$ cat src/rtl/mem_responder.sv
// Memory-side responder: 2**ADDR_W x DATA_W store with a fixed RD_LAT-stage read
// pipeline, protocol-error flagging and saturating access counters.
module mem_responder #(
  parameter int ADDR_W = 5,
  parameter int DATA_W = 8,
  parameter int RD_LAT = 1,
  parameter int CNT_W  = 16
) (
  input  logic              clk,
  input  logic              rst_n,
  input  logic              read,
  input  logic              write,
  input  logic [ADDR_W-1:0] addr,
  input  logic [DATA_W-1:0] data_in,
  output logic [DATA_W-1:0] data_out,
  output logic              rd_valid,
  output logic              proto_err,
  output logic [CNT_W-1:0]  wr_count,
  output logic [CNT_W-1:0]  rd_count,
  output logic [CNT_W-1:0]  err_count
);

  localparam int DEPTH = 2 ** ADDR_W;

  // Request protocol: read/write are sampled on every rising edge with no
  // handshake; 10 reads, 01 writes, 11 is an error that performs no access.
  logic rd_acc;
  logic wr_acc;
  logic err_req;

  assign rd_acc  = read & ~write;
  assign wr_acc  = write & ~read;
  assign err_req = read & write;

  logic [DATA_W-1:0] mem [DEPTH];
  logic [RD_LAT-1:0] pipe_v;
  logic [DATA_W-1:0] pipe_d [RD_LAT];

  always_ff @(posedge clk or negedge rst_n) begin
    if (!rst_n) begin
      for (int i = 0; i < DEPTH; i++) begin
        mem[i] <= '0;
      end
    end else if (wr_acc) begin
      mem[addr] <= data_in;
    end
  end

  // Data stages load only alongside a valid bit, so the final stage keeps
  // the last returned read value while rd_valid is low.
  always_ff @(posedge clk or negedge rst_n) begin
    if (!rst_n) begin
      pipe_v <= '0;
      for (int i = 0; i < RD_LAT; i++) begin
        pipe_d[i] <= '0;
      end
    end else begin
      pipe_v[0] <= rd_acc;
      if (rd_acc) begin
        pipe_d[0] <= mem[addr];
      end
      for (int i = 1; i < RD_LAT; i++) begin
        pipe_v[i] <= pipe_v[i-1];
        if (pipe_v[i-1]) begin
          pipe_d[i] <= pipe_d[i-1];
        end
      end
    end
  end

  assign data_out = pipe_d[RD_LAT-1];
  assign rd_valid = pipe_v[RD_LAT-1];

  always_ff @(posedge clk or negedge rst_n) begin
    if (!rst_n) begin
      proto_err <= 1'b0;
      wr_count  <= '0;
      rd_count  <= '0;
      err_count <= '0;
    end else begin
      proto_err <= err_req;
      if (wr_acc && (wr_count != '1)) begin
        wr_count <= wr_count + 1'b1;
      end
      if (rd_acc && (rd_count != '1)) begin
        rd_count <= rd_count + 1'b1;
      end
      if (err_req && (err_count != '1)) begin
        err_count <= err_count + 1'b1;
      end
    end
  end

endmodule

$ cat config.mk
export PLATFORM = sky130hd
export DESIGN_NAME = mem_responder
export DESIGN_NICKNAME = d
export VERILOG_FILES = /design/src/rtl/mem_responder.sv
export SDC_FILE = /design/constraint.sdc
export NUM_CORES = 1
export LEC_CHECK = 0
export CAP_MARGIN = 15
export CORE_MARGIN = 1.5
export CORE_UTILIZATION = 25
export CTS_BUF_LIST = sky130_fd_sc_hd__clkbuf_4
export CTS_CLUSTER_DIAMETER = 40
export DETAILED_ROUTE_END_ITERATION = 7
export GPL_ROUTABILITY_DRIVEN = 0
export GPL_TIMING_DRIVEN = 1
export SKIP_CTS_REPAIR_TIMING = 1
export SLEW_MARGIN = 10
export SYNTH_ARGS = -nofsm -noshare
export SYNTH_HDL_FRONTEND = slang
export SYNTH_SLANG_ARGS = --single-unit
$ cat constraint.sdc
create_clock -name clk -period 2.63 [get_ports clk]
set_clock_uncertainty 0.15 [all_clocks]
set_input_delay 0.526 -clock clk [delete_from_list [all_inputs] [get_ports clk]]
set_output_delay 0.526 -clock clk [all_outputs]
set_load 0.05 [all_outputs]
==> summary.txt, run 1 <==
Power
  – Share of power burned in registers: 0.460
  – Clock Power Share: 0.350
  – Internal: 9.09 mW
  – Sw Ratio: 0.301
  – Max IR drop VDD: 0.635 mV
  – Final Power: 13.0 mW
  – Leak Pwr: 9.20 nW
  – Sw power: 3.91 mW
  – Logic pwr share: 0.190
  – Pwr/cell area: 707 mW/mm2

Critical path
  – Worst endpoint data arrival time: 1700 ps
  – Worst Path Max Fanout: 7
  – CP bufs+invs: 1
  – Worst Setup Path Type: reg -> out
  – Slowest CP cell: dfrtp_1
  – Worst path max stage delay: 470 ps
  – Crit end category: output port
  – WP data required: 1950 ps
  – Critical Path, Cell by Cell: dlymetal6s2s_1
  – Top cell family by delay on the critical path: flip-flops
  – Setup crit start kind: flip-flop

Final layout
  – Area growth from synthesis to layout: 25.9%
  – Register area: 0.00786 mm2
  – Final #Nets: 1304
  – Multi-input logic area: 0.00639 mm2
  – Layout cells sized above 1: 0.426
  – Post-layout util: 0.319
  – Fill count: 5846

Timing
  – Slew HR: 0.576
  – Final setup violation count: 0
  – Pins Over Slew Limit: 0
  – Worst slew pin tran: 631 ps
  – Tcrit/Tclk final: 0.902
  – Fin crit period: 2370 ps
  – Final Hold Viols: 0
  – Fmax: 422 MHz
  – RSZ-0062 raised after global routing: false

Drt
  – DRC viols: 0
  – Routed vias/inst: 4.66
  – DR vias: 9844
  – Initial DRT Pass Iterations: 5
  – Routed Antenna Nets: 0
  – Avg WL per Cell: 18.3 um
  – Initial drt markers: 474
  – Routed wire length: 38700 um

Yosys
  – #FFs+latches synth: 314
  – Area of the mapped netlist: 0.0146 mm2
  – Cells after synthesis: 1062
  – Post-synth ARST share: 1.00
  – Yosys cell types: 66
  – Synth top area share: 0.538
  – Ys flop type: dfrtp_1
  – Syn nets: 1083
  – EDFF count, synth: 0
  – Count leader, synth: dfrtp_1
  – Synth warn: 0
  – Sequential share of the synthesized area: 0.538
  – Syn_area_per_cell: 13.8 um2
  – Synth area leaders: dfrtp_1 (54%), mux2_2 (20%), mux4_2 (4.2%)
  – Synth area leader: dfrtp_1
  – Post-synth top cells: dfrtp_1 (314), mux2_2 (259), mux2i_1 (58), nor2_1 (43), nand2_1 (42)

Die
  – Die width: 245 um
  – Die area: 0.0599 mm2
  – Io pins: 75
  – Initial Util: 0.253
  – Die extent in y: 245 um
  – Core ar.: 0.0577 mm2
  – # rows: 88

CTS
  – Clk Latency, worst-skew pair: 750 ps
  – CTS H-Tree Depth: 3
  – Clock buffer depth: 3
  – CTS Sinks: 314
  – CTS tree: done
  – CTS clock-pin slew for the worst setup and hold paths: 70 ps
  – CTS buffer count: 90
  – Root buf cell: clkbuf_4

Placement
  – Placed wire-length estimate: 26700 um
  – IO buf count: 74

Outcome
  – Status: finished, final reports clean

Flow run
  – Max-cap violations: 0

Global routing
  – Overflow after GRT: 0
  – Vias in the first global route: 10534
  – All-layer global routing usage: 0.132
  – First-pass GRT wire length: 61600 um
  – Initial antenna violation count: 3
  – Pin count of the biggest net entering global routing: 68

Worst hold path
  – Type of the tightest min-delay check: in -> async
## layout make-up
type	count	area share
Inverter	8	0.00163
Clock inverter	23	0.00796
Timing Repair Buffer	190	0.109
Antenna cell	3	0.000408
Tap cell	765	0.0521
Clock buffer	132	0.0539
Sequential cell	314	0.427
Multi-Input combinational cell	679	0.348
## cells by family (layout without fill, tap and decap cells)
logic type,Yosys count,after routing,synth area share
adders and majority gates,4,4,0.00343
DFF,314,314,0.538
other,0,3,0
AOI/OAI and AO/OA,73,73,0.0358
buffers and inverters,69,353,0.0242
and+or+nand+nor,208,208,0.0796
muxes,354,354,0.295
xor gates and xnor gates,40,40,0.0240
## through the flow
step	setup slack (ps)	setup TNS (ps)	hold slack, ps	cells	cell area, um2
after floorplan	400	0	80.4	1062	14600
after global placement	-78.0	-2250	317	1955	17100
after detailed placement	-144	-3500	328	1955	17100
after CTS	-230	-6980	-436	2110	18200
after global routing	133	0	206	2114	18400
final	258	0	199	2114	18400
## metal layers
layer,global-route usage,wire [um],vias to the layer above
li1,-,-,4419
met1,0.182,18200,5098
met2,0.204,17700,258
met3,0.0312,1910,69
met4,0.0438,899,0
met5,0,0,-
## worst reg2reg max path, stage by stage, from the launching register on
cell	delay (ps)
dfrtp_1	440
nand4_1	290
o41ai_2	470
nor3_1	120
buf_4	160
and3_1	180
xor2_1	130
## cells in the final DEF (no fill, tap or decap), types with 11 or more instances in the layout
master | netlist | routed
dfrtp_1 | 314 | 314
mux2_2 | 259 | 259
clkbuf_4 | 0 | 132
buf_4 | 13 | 95
mux2i_1 | 58 | 58
dlymetal6s2s_1 | 0 | 58
nor2_1 | 43 | 43
nand2_1 | 42 | 42
mux4_2 | 27 | 27
xnor2_1 | 23 | 23
nand4_1 | 21 | 21
buf_12 | 1 | 20
nand3_1 | 18 | 18
xor2_1 | 17 | 17
clkinv_1 | 0 | 15
nor3_1 | 13 | 13
o22ai_1 | 13 | 13
clkdlybuf4s50_1 | 0 | 12
and3_1 | 11 | 11
a31oi_1 | 11 | 11
## power by group through the flow
stage	sequential, mW	clock [mW]	combinational (mW)
after global placement	6.05	0	2.44
final	5.99	4.55	2.47
after global routing	6.08	4.96	2.65
after CTS	5.99	4.70	2.51
after detailed placement	6.07	0	2.50
after floorplan	6.43	0	1.13
## registers in the layout (all words and copies together) (netlist names)
signal,cells
data_out,8
err_count,16
mem,256
proto_err,1
rd_count,16
rd_valid,1
wr_count,16
## final timing paths
check | startpoint | endpoint | slack, ps | cells past startpoint
max | rd_count[0]$_DFFE_PN0P_ | rd_count[0] | 260 | 1
min | rst_n | mem[177]$_DFFE_PN0P_ | 200 | 2
max reg2reg | rd_count[4]$_DFFE_PN0P_ | rd_count[7]$_DFFE_PN0P_ | 570 | 6
min reg2reg | mem[24]$_DFFE_PN0P_ | mem[24]$_DFFE_PN0P_ | 340 | 1
max in group asynchronous | rst_n | err_count[14]$_DFFE_PN0P_ | 1370 | 3
min in group clk | addr[4] | data_out[6]$_DFFE_PN0P_ | 320 | 3
(Power assumes the default switching activity.)
==> inputs of run 2 (changes only) <==
SLEW_MARGIN = 20   (was 10)
==> results of run 2 <==
Final layout, timing and power as in run 1 (identical DEF).
==> inputs of run 3 (changes only) <==
clock period = 2.14 ns   (was 2.63 ns; I/O delays follow)
==> run 3 against run 2 <==
Cell count grew 1.8%. Via count grew 0.78%. Clock-buffer cell count grew 2. Clock power grew 25%. Critical path depth is the same. Hold slack lost 59 ps. Setup slack lost 180 ps. Sequential share of layout area shrank 0.26 points. Design area grew 0.84%. Critical endpoint is now data_out[0]. Highest routed layer unchanged.
==> summary.txt, run 3 (synthesis gave the netlist of run 1 again) <==
Outcome
  – Status: finished, final reports clean

Drt
  – Initial DRT Pass Iterations: 5 (unchanged)
  – Routed vias/inst: 4.61 (-0.95%)
  – DR vias: 9921 (+0.78%)
  – DRC viols: 0 (unchanged)
  – Initial drt markers: 673 (+42%)
  – Avg WL per Cell: 18.7 um (+2.1%)
  – Routed wire length: 40300 um (+3.9%)
  – Routed Antenna Nets: 0 (unchanged)

Final layout
  – Final #Nets: 1344 (+3.1%)
  – Commonest cells after routing, fill and taps aside: dfrtp_1 (300), mux2_2 (259), buf_4 (180)
  – Post-layout util: 0.321 (+0.00267)
  – Layout cells sized above 1: 0.500 (+0.0736)
  – Fill count: 5820 (-0.44%)
  – Top reg by flops: mem
  – Number of flip-flops in the largest register: 256 (unchanged)
  – Area growth from synthesis to layout: 27.0%
  – Most common cell after layout, fill and taps aside: dfrtp_1

Timing
  – Final Hold Viols: 0 (unchanged)
  – Pins Over Slew Limit: 0 (unchanged)
  – RSZ-0062 raised after global routing: false
  – Setup WS post-layout: 82.6 ps (-176 ps)
  – Tcrit/Tclk final: 0.961
  – Worst slew pin tran: 489 ps (-143 ps)
  – Fmax: 486 MHz
  – Final setup violation count: 0 (unchanged)
  – Fin crit period: 2060 ps
  – Slew HR: 0.672 (+0.0961)

Critical path
  – Top cell family by delay on the critical path: flip-flops
  – CP bufs+invs: 1 (unchanged)
  – Worst path max stage delay: 450 ps (-20 ps)
  – Worst Setup Path Type: reg -> out
  – Reg-to-reg endpoint: data_out[4]$_DFFE_PN0P_
  – Worst Path Max Fanout: 2 (-5)
  – Slowest CP cell: dfrtp_1
  – Worst endpoint data arrival time: 1480 ps (-220 ps)
  – Critical Path, Cell by Cell: buf_4
  – WP data required: 1560 ps (-390 ps)
  – Reg-to-Reg Start: mem[244]$_DFFE_PN0P_
  – Setup crit start kind: flip-flop
  – Reg2Reg Setup Slack: 90 ps (-480 ps)
  – Cells on worst reg2reg path: 5 (-1)
  – Crit end category: output port

Die
  – Die width: 245 um (unchanged)
  – Die extent in y: 245 um (unchanged)
  – Io pins: 75 (unchanged)
  – # rows: 88 (unchanged)
  – Initial Util: 0.253 (unchanged)
  – Core ar.: 0.0577 mm2 (unchanged)
  – Die area: 0.0599 mm2 (unchanged)

Worst hold path
  – Type of the tightest min-delay check: in -> async

Global routing
  – Initial antenna violation count: 1 (-2)
  – All-layer global routing usage: 0.138 (+0.00585)
  – First-pass GRT wire length: 63200 um (+2.6%)
  – Overflow after GRT: 0 (unchanged)
  – Pin count of the biggest net entering global routing: 70 (+2.9%)
  – Vias in the first global route: 10380 (-1.5%)

CTS
  – CTS buffer count: 87 (-3.3%)
  – Root buf cell: clkbuf_4
  – CTS H-Tree Depth: 3 (unchanged)
  – CTS clock-pin slew for the worst setup and hold paths: 70 ps (about the same)
  – CTS Sinks: 314 (unchanged)
  – CTS tree: done
  – Clk Latency, worst-skew pair: 800 ps (+50 ps)
  – Clock buffer depth: 3 (unchanged)

Power
  – Max IR drop VDD: 0.403 mV (-37%)
  – Final Power: 16.2 mW (+24%)
  – Leak Pwr: 8.66 nW (-5.8%)
  – Pwr/cell area: 873 mW/mm2 (+23%)

Placement
  – IO buf count: 74 (unchanged)
  – Placed wire-length estimate: 27600 um (+3.6%)
  – Pre-CTS WS: -457 ps (-313 ps)

Flow run
  – Max-cap violations: 0 (unchanged)
## run 3: cell types whose count changed in the layout (fill, tap and decap cells not counted), moves of 2 or more
cell / before / now
clkbuf_2: 0 / 5
clkinv_2: 3 / 1
dfrtp_1: 314 / 300
dfrtp_2: 0 / 14
dlymetal6s2s_1: 58 / 0
buf_2: 2 / 4
clkbuf_4: 132 / 135
clkinv_1: 15 / 9
buf_4: 95 / 180
buf_12: 20 / 28
## run 3: layout make-up
cell class / instances / area [um2] / share of cell area
flip-flops and latches: 314 / 7880 / 0.425
multi-input cells: 679 / 6400 / 0.345
repair buffers: 233 / 2120 / 0.114
clock buffers: 134 / 1010 / 0.0543
well taps: 765 / 957 / 0.0516
clock inverters: 16 / 144 / 0.00776
inverters: 8 / 30.0 / 0.00162
diodes: 2 / 5.00 / 0.000270
## run 3: worst max-delay path by stage
stage / to / startpoint / cells past startpoint
3_5_place_dp: data_out[6]$_DFFE_PN0P_ / addr[3] / 8
2_1_floorplan: rd_count[7]$_DFFE_PN0P_ / rd_count[6]$_DFFE_PN0P_ / 5
6_report: data_out[0] / data_out[0]$_DFFE_PN0P_ / 1
3_3_place_gp: mem[131]$_DFFE_PN0P_ / read / 6
5_1_grt: wr_count[12] / wr_count[12]$_DFFE_PN0P_ / 1
4_1_cts: rd_count[5] / rd_count[5]$_DFFE_PN0P_ / 1
## run 3: where the power goes
group / switching, mW / leakage, nW / internal, mW
combinational: 1.72 / 3.84 / 1.38
sequential: 0.603 / 4.14 / 6.77
clock: 2.53 / 0.686 / 3.18
total: 4.85 / 8.66 / 11.3
## run 3: per-stage QoR
stage                     hold WS, ps  TNS (ps)  area (um2)  std cells
after global routing             95.1         0       18500       2150
after CTS                        -742     -4340       18500       2147
final                             140         0       18500       2151
after floorplan                 -17.6     -39.3       14600       1062
after global placement            196    -86730       17400       1997
after detailed placement          195    -88950       17400       1997
## run 3: per-layer routing
metal	GRT usage	vias to the layer above	part of all wire
met5	0	-	0
met4	0.0574	0	0.028
met3	0.0301	91	0.040
met2	0.214	224	0.47
met1	0.185	5115	0.46
li1	-	4491	-
